**src/rtl/id_operand_fetch.sv**
```systemverilog
// id_operand_fetch: MIPS ID stage - decode, operand read, RAW stall, ID/EX reg.
// Optional `ID_OPERAND_FETCH_FWD_EN: MEM-stage results bypass instead of stalling.
// Ports:
//   clk, rst            clock, async active-high reset
//   IF_instruction      instruction from fetch
//   flush               load a bubble, never stall
//   MEM_instruction     instruction in MEM (hazard source)
//   MEM_result          MEM write-back value (forwarding only)
//   t0..t5, s0..s5      architectural registers (written on negedge)
//   ID_instruction/ID_rs_val/ID_rt_val/ID_imm  ID/EX register
//   stall               combinational PC/IF hold
//   stall_cnt           saturating stall-cycle counter
module id_operand_fetch #(
    parameter int CNT_W = 16
) (
    input  logic             clk,
    input  logic             rst,
    input  logic [31:0]      IF_instruction,
    input  logic             flush,
    input  logic [31:0]      MEM_instruction,
    input  logic [31:0]      MEM_result,
    input  logic [31:0]      t0,
    input  logic [31:0]      t1,
    input  logic [31:0]      t2,
    input  logic [31:0]      t3,
    input  logic [31:0]      t4,
    input  logic [31:0]      t5,
    input  logic [31:0]      s0,
    input  logic [31:0]      s1,
    input  logic [31:0]      s2,
    input  logic [31:0]      s3,
    input  logic [31:0]      s4,
    input  logic [31:0]      s5,
    output logic [31:0]      ID_instruction,
    output logic [31:0]      ID_rs_val,
    output logic [31:0]      ID_rt_val,
    output logic [31:0]      ID_imm,
    output logic             stall,
    output logic [CNT_W-1:0] stall_cnt
);

    localparam logic [5:0] OP_R    = 6'b000000;
    localparam logic [5:0] OP_LW   = 6'b100011;
    localparam logic [5:0] OP_ADDI = 6'b001000;
    localparam logic [5:0] OP_SW   = 6'b101011;
    localparam logic [5:0] OP_BEQ  = 6'b000100;

    function automatic logic is_arch(input logic [4:0] r);
        return ((r >= 5'd8) && (r <= 5'd13)) ||
               ((r >= 5'd16) && (r <= 5'd21));
    endfunction

    // Unmapped destinations collapse to 0 so they never match.
    function automatic logic [4:0] dest_of(
        input logic [5:0] op,
        input logic [4:0] rt,
        input logic [4:0] rd
    );
        logic [4:0] d;
        d = 5'd0;
        unique case (1'b1)
            (op == OP_R):                     d = rd;
            (op == OP_LW) || (op == OP_ADDI): d = rt;
            default:                          d = 5'd0;
        endcase
        return is_arch(d) ? d : 5'd0;
    endfunction

    logic [5:0]  op;
    logic [4:0]  rs, rt;
    logic        use_rs, use_rt;
    logic [4:0]  dst_ex, dst_mem;
    logic [31:0] rs_rd, rt_rd;
    logic        rs_ex, rt_ex, rs_mem, rt_mem;
    logic        hazard_ex, hazard_mem;
    logic [31:0] rs_v, rt_v;

    assign op = IF_instruction[31:26];
    assign rs = IF_instruction[25:21];
    assign rt = IF_instruction[20:16];

    assign use_rs = (op == OP_R) || (op == OP_LW) ||
                    (op == OP_ADDI) || (op == OP_SW) ||
                    (op == OP_BEQ);
    assign use_rt = (op == OP_R) || (op == OP_SW) ||
                    (op == OP_BEQ);

    assign dst_ex  = dest_of(ID_instruction[31:26],
                             ID_instruction[20:16],
                             ID_instruction[15:11]);
    assign dst_mem = dest_of(MEM_instruction[31:26],
                             MEM_instruction[20:16],
                             MEM_instruction[15:11]);

    always_comb begin
        rs_rd = '0;
        rt_rd = '0;
        unique case (rs)
            5'd8:    rs_rd = t0;
            5'd9:    rs_rd = t1;
            5'd10:   rs_rd = t2;
            5'd11:   rs_rd = t3;
            5'd12:   rs_rd = t4;
            5'd13:   rs_rd = t5;
            5'd16:   rs_rd = s0;
            5'd17:   rs_rd = s1;
            5'd18:   rs_rd = s2;
            5'd19:   rs_rd = s3;
            5'd20:   rs_rd = s4;
            5'd21:   rs_rd = s5;
            default: rs_rd = '0;
        endcase
        unique case (rt)
            5'd8:    rt_rd = t0;
            5'd9:    rt_rd = t1;
            5'd10:   rt_rd = t2;
            5'd11:   rt_rd = t3;
            5'd12:   rt_rd = t4;
            5'd13:   rt_rd = t5;
            5'd16:   rt_rd = s0;
            5'd17:   rt_rd = s1;
            5'd18:   rt_rd = s2;
            5'd19:   rt_rd = s3;
            5'd20:   rt_rd = s4;
            5'd21:   rt_rd = s5;
            default: rt_rd = '0;
        endcase
    end

    assign rs_ex  = use_rs && (dst_ex != 5'd0) && (rs == dst_ex);
    assign rt_ex  = use_rt && (dst_ex != 5'd0) && (rt == dst_ex);
    assign rs_mem = use_rs && (dst_mem != 5'd0) && (rs == dst_mem);
    assign rt_mem = use_rt && (dst_mem != 5'd0) && (rt == dst_mem);

    assign hazard_ex  = rs_ex || rt_ex;
    assign hazard_mem = rs_mem || rt_mem;

    logic unused_ok;

`ifdef ID_OPERAND_FETCH_FWD_EN
    assign rs_v  = rs_mem ? MEM_result : rs_rd;
    assign rt_v  = rt_mem ? MEM_result : rt_rd;
    assign stall = !rst && !flush && hazard_ex;
    assign unused_ok = ^{MEM_instruction[25:21],
                         MEM_instruction[10:0]};
`else
    assign rs_v  = rs_rd;
    assign rt_v  = rt_rd;
    assign stall = !rst && !flush &&
                   (hazard_ex || hazard_mem);
    assign unused_ok = ^{MEM_result,
                         MEM_instruction[25:21],
                         MEM_instruction[10:0]};
`endif

    always_ff @(posedge clk or posedge rst) begin
        if (rst) begin
            ID_instruction <= '0;
            ID_rs_val      <= '0;
            ID_rt_val      <= '0;
            ID_imm         <= '0;
        end else if (flush || stall) begin
            ID_instruction <= '0;
            ID_rs_val      <= '0;
            ID_rt_val      <= '0;
            ID_imm         <= '0;
        end else begin
            ID_instruction <= IF_instruction;
            ID_rs_val      <= rs_v;
            ID_rt_val      <= rt_v;
            ID_imm         <= {{16{IF_instruction[15]}},
                               IF_instruction[15:0]};
        end
    end

    always_ff @(posedge clk or posedge rst) begin
        if (rst) begin
            stall_cnt <= '0;
        end else if (stall && (stall_cnt != '1)) begin
            stall_cnt <= stall_cnt + CNT_W'(1);
        end
    end

endmodule

```
**config.mk**
```make
export PLATFORM = sky130hd
export DESIGN_NAME = id_operand_fetch
export DESIGN_NICKNAME = d
export VERILOG_FILES = /design/src/rtl/id_operand_fetch.sv
export SDC_FILE = /design/constraint.sdc
export NUM_CORES = 1
export LEC_CHECK = 0
export CAP_MARGIN = 10
export CORE_AREA = 2 2 246 248
export CTS_CLUSTER_SIZE = 10
export DETAILED_ROUTE_END_ITERATION = 10
export DIE_AREA = 0 0 248 250
export GPL_TIMING_DRIVEN = 1
export PLACE_DENSITY_LB_ADDON = 0.25
export SYNTH_ARGS = -nofsm -noshare
export SYNTH_HDL_FRONTEND = slang
export SYNTH_SLANG_ARGS = --single-unit
```
**constraint.sdc**
```tcl
create_clock -name clk -period 7.8 [get_ports clk]
set_input_delay 0.78 -clock clk [delete_from_list [all_inputs] [get_ports clk]]
set_output_delay 0.78 -clock clk [all_outputs]
set_load 0.005 [all_outputs]
```
---- Yosys cells after proc, flatten, opt, wreduce, memory -nomap -nowiden ----
Index checks and enable logic that the tools add are counted.
word-level totals
  register bits after elaboration ......... 144
  output and inout port bits .............. 145
  word-level logic and storage cells ...... 97
operators by class
  $add $sub $neg .......................... 1
  $lt $le $gt $ge ......................... 8
  equality and inequality tests ........... 37
  muxes and demuxes ....................... 10
  reductions and logical operators ........ 36
operator list
  kind                   number
  $pmux 32 s12           2
  $mux 32                4
  $eq 5x4->1 const B     12
  $eq 5x5->1 const B     12
  $eq 6x6->1 const B     4
  $eq 5x5->1             4
  $pmux 5 s2             2
  $eq 6x4->1 const B     3
  $logic_not 6->1        3
  $add 16x1->16 const B  1
  $ne 16x16->1 const B   1
  $logic_and 1x1->1      15
  $logic_or 1x1->1       14
  $ge 5x4->1 const B     2
  $ge 5x5->1 const B     2
  $le 5x4->1 const B     2
  $le 5x5->1 const B     2
  $mux 5                 2
  $reduce_bool 5->1      2
  $eq 6x3->1 const B     1
  $logic_not 1->1        2

---- Logic depth before layout (Yosys ltp) ----
  word-level depth ........................ 15
  mapped depth ............................ 11
  mapped depth without buffers ............ 8

---- Worst setup path before layout ----
No wires, ideal clock.
  kind .................................... input to output
  start ................................... input MEM_instruction[27]
  end ..................................... output stall
  arrival time ............................ 3.021 ns
  data required time ...................... 7.020 ns
  path slack .............................. 3.999 ns
  stages on the path ...................... 7
  buffers on the path ..................... 0
  path through ............................ or4b_4 a211oi_2 o21ai_0 o2bb2a_1 or4b_2 o22ai_1 a211o_1
on the way
  longest elaborated chain between the ends .. 13
  elaborated cells between the ends (all ways) .. 23
  classes of those cells .................. order compare: 4; eq/ne: 4; mux: 2; reduce/logical: 13
RTL lines
  what                                                       line      text
  start: declaration                                         20        input logic [31:0] MEM_instruction,
  $eq 6x6->1 or $eq 6x4->1 (tied branches)                   63        (op == OP_LW) || (op == OP_ADDI): d = rt;
  $logic_or 1x1->1                                           63
  $pmux 5 s2 (*)                                             61        unique case (1'b1)
  $ge 5x4->1 (tied with other cells)                         49        return ((r >= 5'd8) && (r <= 5'd13)) ||
  $logic_and 1x1->1, on equally long branches                49, 50
  $logic_or 1x1->1                                           49
  $mux 5 (*)                                                 66        return is_arch(d) ? d : 5'd0;
  $reduce_bool 5->1                                          132, 133
  $logic_and 1x1->1, on equally long branches (2 in series)  132, 133
  $logic_or 1x1->1 (*)                                       136       assign hazard_mem = rs_mem || rt_mem;
  $logic_or 1x1->1 (*)                                       150       (hazard_ex || hazard_mem);
  $logic_and 1x1->1 (*)                                      149       assign stall = !rst && !flush &&
  end: declaration                                           38        output logic stall,
Every way passes the cells marked *; elsewhere a longest branch is shown, timed or not.

---- Worst setup path in the final report ----
Same ends and word-level chain as after synthesis.

==> run metrics <==
Arr. time, crit path=4310 ps; die outline area=62,000 um^2; clock share of power=34.4%; initial antenna violation count=5; leak pwr=roughly 5.6 nW; Hold Crit Class=reg2reg; clk buf depth=2; Final Critical Period=5090 ps; CP required=7020 ps; antenna viol nets, final=0; crit path buf inv count=2; mux cell area share after synthesis=0.477%; Cell Area, Synth=between 8000 and 9000 um^2; global-route wire length before repair=95,500 um; Rel. slew slack=36.4%; layout cells sized above 1=under 10%; RSZ-0062 raised after global routing=false; switch share=30.4%; largest net degree at the start of global routing=between 60 and 70; CTS tree=built; HPWL after DPL=49,300 um; total number of vias=12,600; R2R depth=9; setup tns final=0 ps; Worst path top cell family by delay=compound AO/OA/AOI/OAI gates; Tot Pwr=1.79 mW; largest family of logic cells by synthesized area=compound AO/OA/AOI/OAI gates; Critical R2R Capture=ID_rs_val[10]; htree depth=3; CP startpoint kind=input pin; area growth from synthesis to layout=78.1%; Worst Setup End Kind=output port; simple-gate portion of the synthesized area=14.8%; Max VDD drop=0.116 mV; WHS Endpoint=stall_cnt[6]; clock root cell=clkbuf_16; maxcap violations=0; Synth Flop Type=dfrtp_1; Syn Area/Cell=roughly 8.6 um^2; fin crit share=65.3%; number of synthesis warnings=0; xor/xnor cell area share of the yosys netlist=between 1.5 and 2%; vias per inst=5.41; Starting DRT DRC Count=1,518; final setup violation count=0; Slew Limit Fails=0; # nets final=2,016; FF+latch count, synth=112; most frequent cells in the layout=clkdlybuf4s50_1, a22oi_1, dfrtp_1; commonest non-fill, non-tap cell in the layout=clkdlybuf4s50_1; Routed wire per std cell=30.1 um; Final Wtd Congestion=0.936; final WL=around 70,000 um; GRT Overall Usage=a little over a fifth; Hold Violations, Final=0; num rows=90; Post-CTS Resized=0; EDFF count, synth=0; Crit Path Class=in2out; core area=59,600 um^2; Hold Buf Count CTS=0; via count of the first global-routing pass=13,100; clk slew on worst S/H paths=80 ps; complex-gate fraction of the synthesized area=42.9%; Initial Utilization=15.0%; first-pass detailed-route iteration total=7; reg2reg setup slack=~3300 ps; Max Clk Rate=about 200 MHz; clock skew=~22 ps; post-synthesis net count=1,518; # DRC=0; critical path's slowest cell=or4b_2; CP max stage delay=610 ps; PortBufs=around 580; Die X=~250 um; Power Dens Cells=approximately 110 nW/um^2; register share of total power=34.9%; Post-CTS Setup Repair Bufs=0; worst-path fanout max=5; register area share after synthesis=31.4%; TritonCTS Buffers=9; Async SR Flop Fraction=100%; total net switching power=543 uW; Tightest Pin Transition=948 ps; combinational share of power=30.6%; r2r startpoint=ID_instruction[27]; most frequent CP cell=clkdlybuf4s50_1; CP Cell Sequence=clkdlybuf4s50_1, or4b_4, a211oi_2, o21ai_0, o2bb2a_1, or4b_2, o22ai_1, a211o_1, clkdlybuf4s50_1; Hold Startpoint=stall_cnt[6]; GR Overflow Total=0; io pins=about 630; clock latency at the later pin of the worst-skew pair=410 ps; hold path depth=1; outcome=completed; Adder-Cell Fraction of Synth Area=0.140%; CTS Sinks=112; die height=250 um; Int Pwr=about 1.2 mW; post-layout util=26.6%; Unique masters post-synth=61; WHS=501 ps; synthesized instance count=roughly 1,000
-- routing by layer --
metal	wire, um	up-vias	track usage (%)
li1	-	5233	-
met1	26500	6071	25.7
met4	2730	6	9.60
met2	32800	1043	35.6
met3	7750	199	6.51
met5	34	-	0
-- cell type report --
type                            count  area, um^2
Antenna cell                        3        7.51
Clock buffer                        9         225
Clock inverter                      7         135
Fill cell                        6286       43700
Inverter                           37         144
Multi-Input combinational cell    758        5520
Sequential cell                   112        2800
Tap cell                          782         978
Timing Repair Buffer              614        6060
-- metrics by stage --
step	setup slack [ps]	area (um^2)	std cells
after global placement	2490	15500	2303
after detailed placement	2470	15500	2303
after global routing	2550	15900	2321
final	2710	15900	2322
after floorplan	4000	8910	1034
after CTS	2700	15900	2319
-- cell usage after synthesis (all sizes together), types with 2 or more instances --
master	count	area share (%)
a22oi	198	17
dfrtp	112	31
and3	77	5.4
clkbuf	76	3.2
a22o	66	6.5
a221oi	65	6.6
a31oi	62	4.4
nor2	57	2.4
buf	51	3.7
nand2	50	2.1
inv	37	1.6
a222oi	32	3.6
a21oi	20	1.1
nor3	20	1.1
xor2	15	1.5
nand4	10	0.70
nand3	6	0.34
o21ai	6	0.34
and4b	5	0.56
o21a	5	0.42
nor4	4	0.28
o211ai	4	0.34
a2111oi	3	0.51
a211oi	3	0.31
a31o	3	0.29
nor4b	3	0.37
o2111ai	3	0.29
or3	3	0.21
xnor2	3	0.29
a2111o	2	0.25
a211o	2	0.20
a311oi	2	0.20
mux2	2	0.25
mux2i	2	0.22
nand4b	2	0.20
nor2b	2	0.14
o211a	2	0.22
o22ai	2	0.14
or4	2	0.17
or4b	2	0.27
-- state kept, by name, indices dropped and copies added (netlist names) --
name	cells
ID_imm	16
ID_rs_val	32
stall_cnt	16
ID_rt_val	32
ID_instruction	16
-- power by group through the flow --
| stage | Sequential [mW] | Clock (mW) | Combinational (mW) |
|---|---|---|---|
| 2_1_floorplan | 0.634 | 0 | 0.135 |
| 3_3_place_gp | 0.636 | 0 | 0.544 |
| 3_5_place_dp | 0.636 | 0 | 0.544 |
| 4_1_cts | 0.625 | 0.641 | 0.546 |
| 5_1_grt | 0.627 | 0.658 | 0.577 |
| 6_report | 0.624 | 0.615 | 0.548 |
-- logic make-up (layout without fill, tap and decap cells) --
kind of cell | Yosys count | after routing
AO/OA/AOI/OAI | 486 | 486
XOR/XNOR | 18 | 18
adder cells (fa/ha/maj) | 1 | 1
buffers and inverters | 164 | 667
flip-flops | 112 | 112
multiplexers | 4 | 4
other | 0 | 3
AND/OR/NAND/NOR | 249 | 249
-- worst max-delay path by stage --
stage,startpoint,endpoint,slack (ps),cells after the start
final,MEM_instruction[27],stall,2710,9
after global routing,MEM_instruction[27],stall,2550,9
after CTS,MEM_instruction[27],stall,2700,9
after detailed placement,MEM_instruction[27],ID_rs_val[10],2470,10
after global placement,MEM_instruction[27],ID_rt_val[24],2490,10
after floorplan,MEM_instruction[27],stall,4000,7
No activity file was read; power rests on OpenSTA's default activity.
